===== src/rtl/vga_sync_generator.sv =====
// VGA sync generator: derives a pixel tick from the rising edge of CRTclock,
// runs the horizontal/vertical counters and decodes the registered sync,
// display-enable and frame-start outputs from the new counter values.
// Optional feature macro: VGA_FRAMECOUNT_EN enables the 8-bit frame counter;
// without it FrameCount is tied to zero.
module vga_sync_generator #(
   parameter int HVisible   = 640,
   parameter int HFront     = 16,
   parameter int HSyncWidth = 96,
   parameter int HBack      = 48,
   parameter int VVisible   = 480,
   parameter int VFront     = 10,
   parameter int VSyncWidth = 2,
   parameter int VBack      = 33
) (
   input  logic       Clock,
   input  logic       Reset,
   input  logic       CRTclock,
   output logic       HSync,
   output logic       VSync,
   output logic       DisplayEnable,
   output logic [9:0] PixelX,
   output logic [9:0] PixelY,
   output logic       FrameStart,
   output logic [7:0] FrameCount
);

   localparam int HTotal = HVisible + HFront + HSyncWidth + HBack;
   localparam int VTotal = VVisible + VFront + VSyncWidth + VBack;

   localparam logic [9:0] HLast      = 10'(HTotal - 1);
   localparam logic [9:0] VLast      = 10'(VTotal - 1);
   localparam logic [9:0] HVisLimit  = 10'(HVisible);
   localparam logic [9:0] VVisLimit  = 10'(VVisible);
   localparam logic [9:0] HSyncStart = 10'(HVisible + HFront);
   localparam logic [9:0] HSyncEnd   = 10'(HVisible + HFront + HSyncWidth - 1);
   localparam logic [9:0] VSyncStart = 10'(VVisible + VFront);
   localparam logic [9:0] VSyncEnd   = 10'(VVisible + VFront + VSyncWidth - 1);

   // Registered copy of CRTclock; a tick is the cycle where CRTclock is high
   // and this copy is still low, so a long high level yields one tick only.
   logic       crt_q;
   logic       tick;
   logic [9:0] h_next;
   logic [9:0] v_next;
   logic       frame_wrap;

   assign tick       = CRTclock & ~crt_q;
   assign frame_wrap = (h_next == 10'd0) && (v_next == 10'd0);

   // Edge-detect register; reset to 1 so a high CRTclock at release is ignored.
   always_ff @(posedge Clock) begin
      if (Reset) begin
         crt_q <= 1'b1;
      end else begin
         crt_q <= CRTclock;
      end
   end

   // Next counter values: horizontal wraps at the line end and carries into
   // the vertical count, which wraps on the same tick at the frame end.
   always_comb begin
      h_next = PixelX + 10'd1;
      v_next = PixelY;
      if (PixelX == HLast) begin
         h_next = 10'd0;
         if (PixelY == VLast) begin
            v_next = 10'd0;
         end else begin
            v_next = PixelY + 10'd1;
         end
      end
   end

   // Counters and decoded outputs, all updated together from the new counts.
   // Reset parks the counters on the last pixel so the first tick lands on (0,0).
   always_ff @(posedge Clock) begin
      if (Reset) begin
         PixelX        <= HLast;
         PixelY        <= VLast;
         HSync         <= 1'b1;
         VSync         <= 1'b1;
         DisplayEnable <= 1'b0;
         FrameStart    <= 1'b0;
      end else begin
         FrameStart <= tick && frame_wrap;
         if (tick) begin
            PixelX        <= h_next;
            PixelY        <= v_next;
            HSync         <= !((h_next >= HSyncStart) && (h_next <= HSyncEnd));
            VSync         <= !((v_next >= VSyncStart) && (v_next <= VSyncEnd));
            DisplayEnable <= (h_next < HVisLimit) && (v_next < VVisLimit);
         end
      end
   end

`ifdef VGA_FRAMECOUNT_EN
   // Frame counter advances on every frame start and wraps naturally at 8 bits.
   always_ff @(posedge Clock) begin
      if (Reset) begin
         FrameCount <= 8'd0;
      end else if (tick && frame_wrap) begin
         FrameCount <= FrameCount + 8'd1;
      end
   end
`else
   assign FrameCount = 8'd0;
`endif

endmodule


===== config.mk =====
export PLATFORM = sky130hd
export DESIGN_NAME = vga_sync_generator
export DESIGN_NICKNAME = d
export VERILOG_FILES = /design/src/rtl/vga_sync_generator.sv
export SDC_FILE = /design/constraint.sdc
export NUM_CORES = 1
export LEC_CHECK = 0
export BUFFER_PORTS_ARGS = -buffer_cell sky130_fd_sc_hd__buf_2
export CAP_MARGIN = 0
export CORE_AREA = 2 2 80 59
export DETAILED_ROUTE_END_ITERATION = 6
export DIE_AREA = 0 0 82 61
export SLEW_MARGIN = 20
export SYNTH_ARGS = -nofsm -noshare
export SYNTH_HDL_FRONTEND = slang
export SYNTH_SLANG_ARGS = --single-unit

===== constraint.sdc =====
create_clock -name Clock -period 3.4 [get_ports Clock]
set_input_delay 0.34 -clock Clock [delete_from_list [all_inputs] [get_ports Clock]]
set_output_delay 0.34 -clock Clock [all_outputs]
set_load 0.005 [all_outputs]

==> flow_metrics.env <==
export IMPL_tightest_slew_ns=0.7664
export IMPL_layout_nets=248
export IMPL_final_common_cell="buf_2"
export IMPL_dpl_hpwl_um=3158
export IMPL_total_leakage_power_uw=0.0007978
export IMPL_crit_type="reg2reg"
export IMPL_post_synth_top_area_fraction_pct=27.66
export IMPL_regArea_um2=500.5
export IMPL_synth_compound_area_share_pct=19.43
export IMPL_synth_edff_count=0
export IMPL_fin_setup_tns_ns=0
export IMPL_required_ns=3.56
export IMPL_dr_pass1_iters=4
export IMPL_portBuffers=26
export IMPL_synth_top_family_by_area="simple AND/OR/NAND/NOR gates"
export IMPL_ctsResizeCount=0
export IMPL_yosysTopAreaCell="dfxtp_1"
export IMPL_synth_adder_area_share_pct=3.458
export IMPL_postCtsHoldBufs=0
export IMPL_cap_viol_max_count=0
export IMPL_netlist_instances=229
export IMPL_max_clock_freq_ghz=0.3812
export IMPL_crit_fanout=13
export IMPL_design_die_area_mm2=0.005002
export IMPL_synth_avg_cell_area_um2=7.901
export IMPL_grt_pass1_vias=1461
export IMPL_wl_per_cell_um=14.90
export IMPL_die_h_um=61
export IMPL_vias=1675
export IMPL_max_slew_margin_rel_pct=48.91
export IMPL_min_path_type="in2reg"
export IMPL_synthesis_area_mm2=0.001809
export IMPL_dp_cells=290
export IMPL_setup_viol=0
export IMPL_startpoint_type="register"
export IMPL_tritoncts="done"
export IMPL_p_int_uw=446.0
export IMPL_ys_async_sr_fraction_pct=0
export IMPL_initial_utilization_pct=43.04
export IMPL_clk_path_buf_depth=2
export IMPL_synth_area_leaders="dfxtp_1 28%, nand2_1 4.4%, nor2_1 4.4%"
export IMPL_finalHoldViolCount=0
export IMPL_switching_share_pct=32.11
export IMPL_final_cells=294
export IMPL_grt_setup_unrepaired="no"
export IMPL_multi_input_area_mm2=0.001121
export IMPL_grt_first_pass_wirelength_um=7341
export IMPL_drt_iter0_markers=150
export IMPL_dp_slack_ns=0.8378
export IMPL_clk_pin_slew_worst_paths_ns=0.09
export IMPL_antenna_found_initial=0
export IMPL_worstSkewPairLatency_ns=0.27
export IMPL_synthXorXnorAreaFrac_pct=5.325
export IMPL_num_rows=20
export IMPL_io_pins=35
export IMPL_status="complete, no violations"
export IMPL_cts_buffers=3
export IMPL_syn2layout_area_growth_pct=4.772
export IMPL_p_sw_uw=210.9
export IMPL_muxShareOfSynthArea_pct=0.5533
export IMPL_powerDensity_mw_per_mm2=346.6
export IMPL_gp_congestion=0.8912
export IMPL_utilization_pct=45.09
export IMPL_drc=0
export IMPL_final_cell_mix="26 x buf_2, 25 x dfxtp_1, 21 x nand2_1, 21 x nor2_1, 13 x a21oi_1"
export IMPL_seq_area_frac_synth_pct=27.66
export IMPL_yosysUniqueCellTypes=59
export IMPL_core_area_mm2=0.004204
export IMPL_setup_slack_ns=0.7768
export IMPL_antenna_cells=0
export IMPL_cts_root_buf="clkbuf_8"
export IMPL_yosys_warnings=0
export IMPL_drive_above_1_share_pct=16.32
export IMPL_clock_power_share_pct=27.0
export IMPL_whs_ns=0.2807
export IMPL_combPwrFrac_pct=24.3
export IMPL_seq_power_share_pct=48.7
export IMPL_routed_wl_um=4380
export IMPL_cts_setup_buffers=0
export IMPL_grt_ovfl_total=0
export IMPL_clock_sinks=25
export IMPL_fin_crit_sh_pct=77.15
export IMPL_track_usage_pct=19.09
export IMPL_crit_arrival_ns=2.78
export IMPL_slew_viol_final=0
export IMPL_synth_seq_cells=25
export IMPL_ys_flop_type="dfxtp_1"
export IMPL_h_tree_depth=1
export IMPL_ant_nets=0
export IMPL_fill_cells=440
export IMPL_routed_via_density=5.697
export IMPL_period_needed_ns=2.623
export IMPL_skew_ns=0.002075
export IMPL_cp_end_kind="register"
export IMPL_die_w_um=82
export IMPL_grt_max_degree=18
export IMPL_peakVddDrop_v=0.0002081
export IMPL_synth_simple_gate_area_share_pct=31.54
==> metrics by stage <==
step	cell area [µm²]	total power [µW]
6_report	1896	656.9
4_1_cts	1896	661.3
3_5_place_dp	1851	483.3
5_1_grt	1896	696.1
3_3_place_gp	1851	485.6
2_1_floorplan	1836	466.0
==> path summary, 6_finish.rpt <==
kind	startpoint	end	slack, ns	cells past startpoint
min reg2reg	DisplayEnable	DisplayEnable	0.47	1
max	PixelX[0]	VSync	0.78	7
max reg2reg	PixelX[0]	VSync	0.78	7
min	CRTclock	crt_q	0.28	2
==> per-layer routing <==
layer	wire [µm]	track usage (%)	vias to the layer above	part of all wire, %
li1	-	-	837	-
met4	15	2.381	0	0.34
met2	1765	27.29	57	40
met1	2307	30.05	779	53
met5	0	0	-	0
met3	291	3.869	2	6.6
==> flip-flops by register name, summed over array words and instances (netlist names) <==
name,count
crt_q,1
PixelY,10
FrameStart,1
VSync,1
DisplayEnable,1
HSync,1
PixelX,10
==> cells in the mapped netlist, drive strengths merged (2+ instances only) <==
master / number
o211ai: 3
inv: 8
nand2: 21
ha: 5
nand3: 8
dfxtp: 25
a2111oi: 2
and4: 4
nor2: 21
and3: 8
clkbuf: 11
o21ai: 14
xnor2: 7
nor3: 11
buf: 15
or3: 3
nand2b: 2
o311ai: 3
nand4: 6
or4: 2
a21oi: 13
xor2: 4
nor4: 6
o22ai: 2
==> worst max-delay path: stages (launching register included) <==
cell and delay [ns]:
dfxtp_1 0.48, ha_1 0.31, and4_1 0.33, nand3_2 0.28, or4_1 0.58, o21ai_1 0.09
a21oi_1 0.10, o32a_1 0.34
==> cell families (layout without fill, tap and decap cells) <==
kind of cell	after synthesis	after routing
mux	1	1
compound gates	50	50
fa+ha+maj	5	5
buf+inv	35	38
xor+xnor	11	11
other cells	1	8
flops	25	25
simple gates	101	101
==> power groups by stage <==
stage	Sequential (µW)	Clock (µW)	Combinational [µW]
after CTS	320	184	158
after global placement	327	0	159
after floorplan	317	0	149
after detailed placement	326	0	157
final	320	177	160
after global routing	323	195	179
==> final cells by class <==
| cell class | instances | share of cell area (%) |
|---|---|---|
| Tap cell | 55 | 3.630 |
| Inverter | 8 | 1.584 |
| Timing Repair Buffer | 26 | 6.865 |
| Clock buffer | 4 | 2.376 |
| Multi-Input combinational cell | 176 | 59.14 |
| Sequential cell | 25 | 26.40 |
Power figures use the tool's default switching activity.
